`src/rtl/dpram_fifo_ctrl.sv`:
```
// dpram_fifo_ctrl: 8-deep, 12-bit first-word-fall-through FIFO built on a
// single-clock true dual-port RAM. Port A writes and port B reads. A small
// bypass register hides the RAM's registered read latency and its old-data
// read-during-write behaviour.

// true_dpram_sclk: single-clock true dual-port RAM with registered read data.
// When a port reads the address being written on the same edge, it returns
// the old contents.
module true_dpram_sclk #(
  parameter int DW = 12,
  parameter int AW = 3
) (
  input  logic          clk,
  input  logic          we_a,
  input  logic [AW-1:0] addr_a,
  input  logic [DW-1:0] data_a,
  output logic [DW-1:0] q_a,
  input  logic          we_b,
  input  logic [AW-1:0] addr_b,
  input  logic [DW-1:0] data_b,
  output logic [DW-1:0] q_b
);

  logic [DW-1:0] mem [2**AW];

  // Both ports share one process, so the array has a single driver. The
  // reads sample the array before this edge's writes land, which gives
  // old-data read-during-write behaviour.
  // NOTE: the storage array has no reset. Clearing it would turn the RAM into
  // a flop array. Stale contents are never visible because the controller
  // tracks occupancy.
  always_ff @(posedge clk) begin
    if (we_a) mem[addr_a] <= data_a;
    if (we_b) mem[addr_b] <= data_b;
    q_a <= mem[addr_a];
    q_b <= mem[addr_b];
  end

endmodule

module dpram_fifo_ctrl #(
  parameter int AF_LEVEL = 6,
  parameter int AE_LEVEL = 1
) (
  input  logic        clk,
  input  logic        reset,
  input  logic        flush,
  input  logic [11:0] in_data,
  input  logic        in_valid,
  output logic        in_ready,
  output logic [11:0] out_data,
  output logic        out_valid,
  input  logic        out_ready,
  output logic [3:0]  count,
  output logic        full,
  output logic        empty,
  output logic        almost_full,
  output logic        almost_empty
);

  // Each pointer is a 3-bit RAM address plus a wrap bit. Equal pointers mean
  // the FIFO is empty. Equal addresses with different wrap bits mean it is full.
  logic [3:0]  wr_ptr;
  logic [3:0]  rd_ptr;
  logic [3:0]  rd_ptr_next;
  logic [2:0]  addr_b;
  logic        push;
  logic        pop;
  logic        byp_sel;
  logic [11:0] byp_data;
  logic [11:0] q_b;
  logic [11:0] q_a_unused;

  // Status decodes of the registered occupancy count.
  assign full         = (count == 4'd8);
  assign empty        = (count == 4'd0);
  assign almost_full  = (count >= 4'(AF_LEVEL));
  assign almost_empty = (count <= 4'(AE_LEVEL));

  // in_ready does not depend on out_ready, so a full FIFO refuses a write even
  // in a cycle where it is also popped.
  assign in_ready  = !full && !flush;
  assign out_valid = !empty;
  assign push      = in_valid && in_ready;
  assign pop       = out_valid && out_ready;

  // Port B always fetches the word that will be at the head after this edge.
  // q_b then presents the new head in the next cycle without a bubble.
  assign rd_ptr_next = rd_ptr + {3'b000, pop};
  assign addr_b      = rd_ptr_next[2:0];

  // When a write lands on the address port B reads, the RAM returns old data.
  // The word just written is taken from the bypass register instead.
  assign out_data = byp_sel ? byp_data : q_b;

  true_dpram_sclk #(
    .DW(12),
    .AW(3)
  ) u_ram (
    .clk   (clk),
    .we_a  (push),
    .addr_a(wr_ptr[2:0]),
    .data_a(in_data),
    .q_a   (q_a_unused),
    .we_b  (1'b0),
    .addr_b(addr_b),
    .data_b(12'h000),
    .q_b   (q_b)
  );

  // Pointer, occupancy and bypass-select state. Reset and flush take priority
  // over push and pop.
  // NOTE: sequential state uses non-blocking assignments, so every register
  // updates from values sampled before the edge.
  always_ff @(posedge clk) begin
    if (reset || flush) begin
      wr_ptr  <= 4'd0;
      rd_ptr  <= 4'd0;
      count   <= 4'd0;
      byp_sel <= 1'b0;
    end else begin
      if (push) wr_ptr <= wr_ptr + 4'd1;
      if (pop)  rd_ptr <= rd_ptr_next;
      case ({push, pop})
        2'b10:   count <= count + 4'd1;
        2'b01:   count <= count - 4'd1;
        default: count <= count;
      endcase
      byp_sel <= push && (wr_ptr[2:0] == addr_b);
    end
  end

  // The bypass data register needs no reset. It is only read while byp_sel is
  // set, and byp_sel is only set by a push that also loads this register.
  always_ff @(posedge clk) begin
    if (push) byp_data <= in_data;
  end

  // The pointer view of occupancy must always agree with the count register.
  a_count_ptr : assert property (@(posedge clk) disable iff (reset)
    count == (wr_ptr - rd_ptr));
  a_empty_ptr : assert property (@(posedge clk) disable iff (reset)
    empty == (wr_ptr == rd_ptr));
  a_full_ptr  : assert property (@(posedge clk) disable iff (reset)
    full == ((wr_ptr[2:0] == rd_ptr[2:0]) && (wr_ptr[3] != rd_ptr[3])));
  a_no_ovf    : assert property (@(posedge clk) disable iff (reset)
    !(push && full));
  a_no_unf    : assert property (@(posedge clk) disable iff (reset)
    !(pop && empty));

endmodule

```
`config.mk`:
```
export PLATFORM = sky130hd
export DESIGN_NAME = dpram_fifo_ctrl
export DESIGN_NICKNAME = d
export VERILOG_FILES = /design/src/rtl/dpram_fifo_ctrl.sv
export SDC_FILE = /design/constraint.sdc
export NUM_CORES = 1
export LEC_CHECK = 0
export CAP_MARGIN = 0
export CORE_UTILIZATION = 50
export CTS_BUF_LIST = sky130_fd_sc_hd__clkbuf_4
export DETAILED_ROUTE_END_ITERATION = 12
export DONT_BUFFER_PORTS = 1
export SLEW_MARGIN = 20
export SYNTH_ARGS = -nofsm -noshare
export SYNTH_HDL_FRONTEND = slang
export SYNTH_SLANG_ARGS = --single-unit
```
`constraint.sdc`:
```
create_clock -name clk -period 3.1 [get_ports clk]
set_clock_uncertainty 0.05 [all_clocks]
set_input_delay 0.62 -clock clk [delete_from_list [all_inputs] [get_ports clk]]
set_output_delay 0.62 -clock clk [all_outputs]
set_load 0.005 [all_outputs]
```
* Word level (Yosys, flattened, before mapping)
Memory sizes are Yosys's and may differ from the RTL's. A register that Yosys moved wholly into a read port is not among the register bits.
Index checks and enable logic that the tools add are counted.
** Storage, ports and cells
- Memories kept :: 1
- RAM bits :: 96
- Word-level logic and storage cells :: 30
- Register bits :: 25
- Output and inout bits :: 22
- Input port bits :: 17
** Cells by class
- Muxes and demuxes :: 4
- Add/sub/neg operators :: 4
- Reduce and logical (&&, ||, !) cells :: 10
- $lt $le $gt $ge :: 2
- Equality and inequality tests :: 4
** Memories
- u_ram.mem :: depth 8, bits a word 12, rd ports 1, clocked after Yosys merged registers in 1, wr ports 1, line 24 : logic [DW-1:0] mem [2**AW];
** Operator list (count)
- $mux W12 :: 1
- $add A4 B1 Y4 const B :: 2
- $pmux W4 S2 :: 1
- $add A4 B1 Y4 :: 1
- $eq A4 B4 Y1 const B :: 1
- $ge A4 B3 Y1 const B :: 1
- $le A4 B1 Y1 const B :: 1
- $logic_and A1 B1 Y1 :: 4
- $logic_not A4 Y1 :: 1
- $sub A4 B1 Y4 const B :: 1
- $eq A3 B3 Y1 :: 1
- $logic_not A1 Y1 :: 3
- $eq A2 B1 Y1 const B :: 1
- $eq A2 B2 Y1 const B :: 1
- $mux W1 :: 2
- $reduce_bool A2 Y1 :: 1
- $logic_or A1 B1 Y1 :: 1

* Longest topological paths before layout
Gate-level depths: netlist (run 1).
- Word-level depth :: 6
- Gate-level depth with buffers :: 12
- Mapped depth without buffers :: 10

* By module
From an unflattened synthesis (run 1), not the netlist that was laid out.
** Second synthesis, totals
- Cells, all modules :: 438
- Area total of the unflattened synthesis :: 7435.9 sq um
** Modules (own cells, without submodules)
- true_dpram_sclk :: seq. area each 3363.2 sq um, area each 6249.7 sq um, cells each 335, instances 1
- dpram_fifo_ctrl :: seq. area each 580.6 sq um, area each 1186.1 sq um, cells each 103, instances 1

* Worst setup path before layout (run 1)
Ideal clock, no wire load.
- Kind :: flip-flop to flip-flop
- From :: reg count[1]
- To :: reg u_ram.q_b[3] (read register of u_ram.mem)
- Clock period less this slack :: 2.888 ns
- Library setup time :: 0.121 ns
- Data required time :: 2.929 ns
- Path slack :: 0.212 ns
- Path buffers :: 2
- Stages on the path, launching flop included :: 12
- Data arrival time :: 2.716 ns
- Path through :: dfxtp_1 -> inv_1 -> ha_1 -> or3b_1 -> inv_2 -> nor2_1 -> ha_1 -> ha_1 -> clkbuf_1 -> buf_2 -> mux4_2 -> mux2_4
** On the way
- Word-level cells in the longest chain between the ends :: 4
** Ends and longest elaborated chain
- from (decl) :: line 54 : output logic [3:0] count,
- from (signal assigned) :: line 125 : 2'b10: count <= count + 4'd1;
- from (signal assigned) :: line 126 : 2'b01: count <= count - 4'd1;
- from (signal assigned) :: line 127 : default: count <= count;
- $logic_not A4 Y1 :: line 76 : assign empty = (count == 4'd0);
- $logic_not A1 Y1 :: line 83 : assign out_valid = !empty;
- net out_valid :: line 52 : output logic out_valid,
- $logic_and A1 B1 Y1 :: line 85 : assign pop = out_valid && out_ready;
- net pop :: line 68 : logic pop;
- $add A4 B1 Y4 :: line 89 : assign rd_ptr_next = rd_ptr + {3'b000, pop};
- net rd_ptr_next[1] :: line 65 : logic [3:0] rd_ptr_next;
- to (decl) :: line 21 : output logic [DW-1:0] q_b
The timed path passes the listed nets, and every way through them passes these cells.
A chain may end at the register's enable or synchronous reset.

* Worst setup path after layout (run 1)
- From :: reg count[1]
- To :: reg u_ram.q_b[1] (read register of u_ram.mem)
The elaborated chain is that of the path after synthesis.

==> flow_summary.toml, run 1 <==
[drt]
routed_wl_mm = 8.78
ant_nets = 0
drt_iter0_markers = 107
drc_errors = 0
routedWlPerCell_um = 20.0
via_count = 2429
drtPass1Iterations = 4
vias_per_cell = 5.53

[global_routing]
overflow = 0
grt_pass1_wl_mm = 13.3
antenna_found_initial = 0
first_global_vias = 2394
grt_max_degree = 26
grt_util_all_layers_pct = 18.5

[timing]
whs_ns = 0.137
finalHoldViolations = 0
maxSlewViolCount = 0
period_share_pct = 91.8
max_freq_ghz = 0.352
period_needed_ns = 2.84
rsz0062_at_grt = "false"
setup_viol = 0
setup_tns_ns = 0
worst_slew_pin_slew_ns = 0.747
slew_headroom_pct = 50.1

[critical_path]
cp-startpoint = "count[1]"
r2r_slack_ns = 0.26
endpoint = "u_ram.q_b[1]"
slowest_stage = "mux4_1"
critical_path_arrival_ns = 3.18
max_stage_delay_ns = 0.56
setup.worst_path.end_class = "flop"
start_kind = "flop"
r2r_end = "u_ram.q_b[1]"
r2r_start = "count[1]"
ff2ff_path_depth = 9
path_cells = "inv_1, ha_1, or3b_1, inv_2, nor2_1, ha_1, buf_4, mux4_1, mux2_4"
cpMostUsedCell = "ha_1"
path_max_fanout = 8
path_class = "flop to flop"
crit_required_ns = 3.43

[yosys]
synth_seq_cells = 131
yosys-top-cells-area = "edfxtp_1 (63%), dfxtp_1 (9.0%), mux4_2 (8.4%)"
synth-main-ff-cell = "edfxtp_1"
synth_top_family_by_area = "multiplexers"
synth_top_cell_by_area = "edfxtp_1"
synthAdderAreaFrac_pct = 1.95
synth_xor_area_share_pct = 1.03
synth_edf_count = 108
synth-compound-area-share_pct = 1.81
synthArstFlopShare_pct = 0
yosysSeqAreaShare_pct = 72.3
syn_inst = 269
syn-num-nets = 294
yosys_warnings = 0
synth_most_common_cell = "edfxtp_1"
synth_top_area_share_pct = 63.3
netlist_top_cells_count = "edfxtp_1 (108), dfxtp_1 (23), mux4_2 (19), nor2_1 (13)"
ys_types = 39
synth_area_mm2 = 0.00512
synthMuxAreaShare_pct = 16.8
avgSynthCellArea_um2 = 19.0
synth-simple-area-share_pct = 3.96

[placement]
hpwlAfterDp_mm = 5.25
portBuffers = 0
place_congestion = 0.740

[final_layout]
layout.nets = 318
areaGrowthSynthToFinish_pct = 8.77
n_fill_cell = 748
layout-drive-gt1-share_pct = 26.8
diodes = 0

[power_and_ir_drop]
p_per_area_mw_per_mm2 = 535
p_seq_share_pct = 65.3
internal-power_mw = 2.33
power.switching_uw = 653
clock_power_share_pct = 29.9
sw_frac_of_total_pct = 21.9
p_comb_share_pct = 4.8
cellLeakagePower_nw = 1.84
irDropWorstVdd_mv = 0.287

[clocking]
clkTransAtPathRegs_ns = 0.11
cts_root_buf = "clkbuf_4"
postCtsSetupRepairBufs = 0
htree_num_levels = 4
clkLatencyLatePin_ns = 0.49
cts_tree = "yes"
ctsHoldBuffers = 0
cts_inserted_buffers = 17
clockBufferDepth = 2
cts.sinks = 131
post_cts_resized = 0

[run_status]
run_status = "finished, final reports clean"

[floorplanning]
ios = 39
die_h_um = 103
rows = 36
die_w_um = 103
die-area_mm2 = 0.0107
start_util_pct = 51.9
core_mm2 = 0.00986

[worst_hold_path]
hp-class = "input port to flop"

[flow_run]
cap_viol_max_count = 0
## layer usage
metal | global-route usage (%) | share of wire [%] | up-vias | wire length, µm
met3 | 7.46 | 6.3 | 2 | 556
met4 | 5.85 | 0.42 | 0 | 37
met1 | 23.2 | 43 | 1249 | 3790
li1 | - | - | 1122 | -
met5 | 0 | 0 | - | 0
met2 | 29.5 | 50 | 56 | 4400
## how the worst min path moves through the flow
stage / startpoint / endpoint / slack (ns) / depth (start not counted)
4_1_cts: reset / byp_sel / 0.09 / 1
5_1_grt: reset / byp_sel / 0.06 / 1
3_3_place_gp: rd_ptr[1] / rd_ptr[1] / 0.42 / 2
6_report: reset / byp_sel / 0.14 / 1
3_5_place_dp: rd_ptr[0] / rd_ptr[0] / 0.43 / 2
2_1_floorplan: rd_ptr[0] / rd_ptr[0] / 0.41 / 2
## layout by cell type, fill, tap and decap left out, types with 3 or more instances in the layout
cell | netlist | layout
mux4_2 | 19 | 19
dfxtp_1 | 23 | 23
ha_1 | 8 | 8
nand3_1 | 4 | 4
nand2_1 | 4 | 4
a21oi_1 | 8 | 8
inv_1 | 6 | 6
o21ai_1 | 4 | 4
clkinv_1 | 1 | 4
mux2_4 | 3 | 3
xor2_1 | 4 | 4
mux2_2 | 11 | 11
nand2b_1 | 3 | 3
buf_4 | 0 | 13
mux2_1 | 11 | 11
nor2_1 | 13 | 13
clkinv_2 | 0 | 6
edfxtp_1 | 108 | 108
mux4_1 | 5 | 5
clkbuf_4 | 0 | 19
## sequential cells by signal, summed over array words and instances, names as in the netlist
signal,count
byp_data,12
byp_sel,1
count,4
rd_ptr,3
u_ram.mem,96
u_ram.q_b,12
wr_ptr,3
## worst max-delay path, delay by kind of cell, from the launching register on
| family | cells | cell delay, ns |
|---|---|---|
| adder cells (fa/ha/maj) | 2 | 0.56 |
| flip-flops | 1 | 0.32 |
| AND/OR/NAND/NOR | 2 | 0.53 |
| multiplexers | 2 | 0.83 |
| buffers and inverters | 3 | 0.45 |
## through the flow
stage               instances  worst slack, ns  area, µm²  utilization (%)  total power, mW
global placement          407            0.289       5360             54.4             2.13
floorplan                 269            0.212       5120                -             2.10
finish                    439            0.255       5570             56.5             2.98
CTS                       439            0.209       5570             56.5             3.02
detailed placement        407            0.240       5360             54.4             2.13
global route              439           0.0815       5570             56.5             3.11
## power by group through the flow
stage	registers, mW	clock network [mW]	logic (mW)
after detailed placement	1.99	0	0.146
after CTS	1.95	0.929	0.147
final	1.95	0.890	0.144
after floorplan	1.98	0	0.122
after global routing	1.95	1.00	0.159
after global placement	1.99	0	0.145
## layout make-up
cell class / instances / area [µm²] / area share (%)
Inverter: 9 / 33.8 / 0.606
Clock buffer: 19 / 143 / 2.56
Tap cell: 133 / 166 / 2.99
Sequential cell: 131 / 3700 / 66.5
Clock inverter: 13 / 68.8 / 1.23
Timing Repair Buffer: 15 / 138 / 2.47
Multi-Input combinational cell: 119 / 1320 / 23.7
## cells by family (layout without fill, tap and decap cells)
logic type                 count (synthesis)  count (layout)
DFF                                      131             131
muxes                                     50              50
and+or+nand+nor                           38              38
buffers and inverters                     19              56
AOI/OAI and AO/OA                         17              17
adders and majority gates                  8               8
xor gates and xnor gates                   6               6
Note: power is estimated with default switching activity, not from simulation.
==> run 2: changes to the inputs <==
Settings changed: HOLD_SLACK_MARGIN set to 0.08, RECOVER_POWER set to 50, SYNTH_HIERARCHICAL set to 1.
==> flow_summary.toml, run 2 <==
[timing]
maxSlewViolCount = 0
max_freq_ghz = 0.346
setup_viol = 0
slew_headroom_pct = 19.0
worst_slew_pin_slew_ns = 1.21
rsz0062_at_grt = "false"
setup_tns_ns = 0
period_needed_ns = 2.89
finalHoldViolations = 0
period_share_pct = 93.2

[placement]
hpwlAfterDp_mm = 8.79
dpl_cell_area_mm2 = 0.00714
place_congestion = 0.753
portBuffers = 0

[final_layout]
reg.largest.list = "u_ram/mem x96, byp_data x12, u_ram/q_b x12"
largest_reg_flops = 96
final_area_mm2 = 0.00742
layout_commonest_cell = "edfxtp_1"
utilization_pct = 58.5
layout.nets = 538
areaGrowthSynthToFinish_pct = 13.9
regMostFlops = "u_ram/mem"
final_cell_mix = "edfxtp_1 (108), conb_1 (104), mux2_2 (78)"
diodes = 0
layout-drive-gt1-share_pct = 30.7

[drt]
vias_per_cell = 5.15
met1Wirelength_mm = 6.35
dr_wl_met3_um = 657
wl_met2_mm = 6.59
drt_iter0_markers = 235
routed_wl_mm = 13.9
top_layer = "met4"
ant_nets = 0
drc_errors = 0
drtPass1Iterations = 4
via_count = 3601
routedWlPerCell_um = 19.9

[clocking]
post_cts_resized = 0
cts_inserted_buffers = 17
clkTransAtPathRegs_ns = 0.10
cts_root_buf = "clkbuf_4"
cts.sinks = 131
clockBufferDepth = 2
cts_tree = "yes"
htree_num_levels = 4
clkLatencyLatePin_ns = 0.53

[global_routing]
grt_max_degree = 34
overflow = 0
grt_pass1_wl_mm = 20.4
antenna_found_initial = 0
grt_util_all_layers_pct = 22.2
first_global_vias = 3533

[worst_hold_path]
hp-start = "in_data[2]"
hp-class = "input port to flop"

[flow_run]
cap_viol_max_count = 0

[critical_path]
path_cells = "inv_1, ha_1, or3b_1, and3_2, ha_1, xor2_4, buf_12, mux4_2, mux2_2"
r2r_start = "count[1]"
critical_path_arrival_ns = 3.27
path_max_fanout = 33
crit_buf_inv = 2
slowest_stage = "or3b_1"
max_stage_delay_ns = 0.43
crit_required_ns = 3.48
path_class = "flop to flop"
r2r_slack_ns = 0.21
cpMostUsedCell = "ha_1"
setup.worst_path.end_class = "flop"
critical_path.top_delay_family = "simple AND/OR/NAND/NOR gates"
cp-startpoint = "count[1]"
start_kind = "flop"

[floorplanning]
rows = 41
ios = 39
core_mm2 = 0.0127
die_w_um = 116
die-area_mm2 = 0.0135
die_h_um = 116
start_util_pct = 51.4

[run_status]
run_status = "finished, final reports clean"

[yosys]
synth_area_mm2 = 0.00651
yosys_warnings = 6
avgSynthCellArea_um2 = 16.8
syn_inst = 388

[power_and_ir_drop]
p_per_area_mw_per_mm2 = 467
irDropWorstVdd_mv = 0.225
cellLeakagePower_nw = 2.76
-- run 2: path summary, 6_finish.rpt --
kind | to | depth (start not counted)
min reg2reg | rd_ptr[1] | 2
max reg2reg | u_ram/q_b[10] | 9
max | u_ram/q_b[10] | 9
min | byp_data[2] | 0
-- run 2: layout make-up --
cell class	count	area, µm²
inverter	8	30.0
sequential	131	3700
clock buffer	24	180
multi-input combinational	327	2940
clock inverter	8	85.1
tap	172	215
fill	1089	5260
timing repair buffer	29	258
-- run 2: metal layers --
| layer | vias to the layer above | GRT usage [%] |
|---|---|---|
| li1 | 1672 | - |
| met1 | 1828 | 28.9 |
| met2 | 81 | 35.8 |
| met3 | 20 | 5.40 |
| met4 | 0 | 9.66 |
| met5 | - | 0 |
-- run 2: where the power goes --
| group | internal, mW | switching (mW) |
|---|---|---|
| registers | 1.97 | 0.0235 |
| clock network | 0.529 | 0.581 |
| logic | 0.196 | 0.164 |
-- run 2: through the flow --
stage | setup slack, ns | instances | hold WS [ns] | power [mW]
finish | 0.211 | 699 | 0.127 | 3.47
global route | 0.0908 | 699 | 0.0803 | 3.61
CTS | 0.191 | 693 | 0.0814 | 3.50
detailed placement | 0.227 | 658 | 0.411 | 2.39
global placement | 0.289 | 658 | 0.398 | 2.38
floorplan | 0.0985 | 491 | 0.391 | 2.33
-- run 2: repair_timing --
item,CTS,global route
endpoints found under the hold margin,3,6
endpoints found under the setup margin,0,0
setup buffers,0,0
hold buffers,3,6
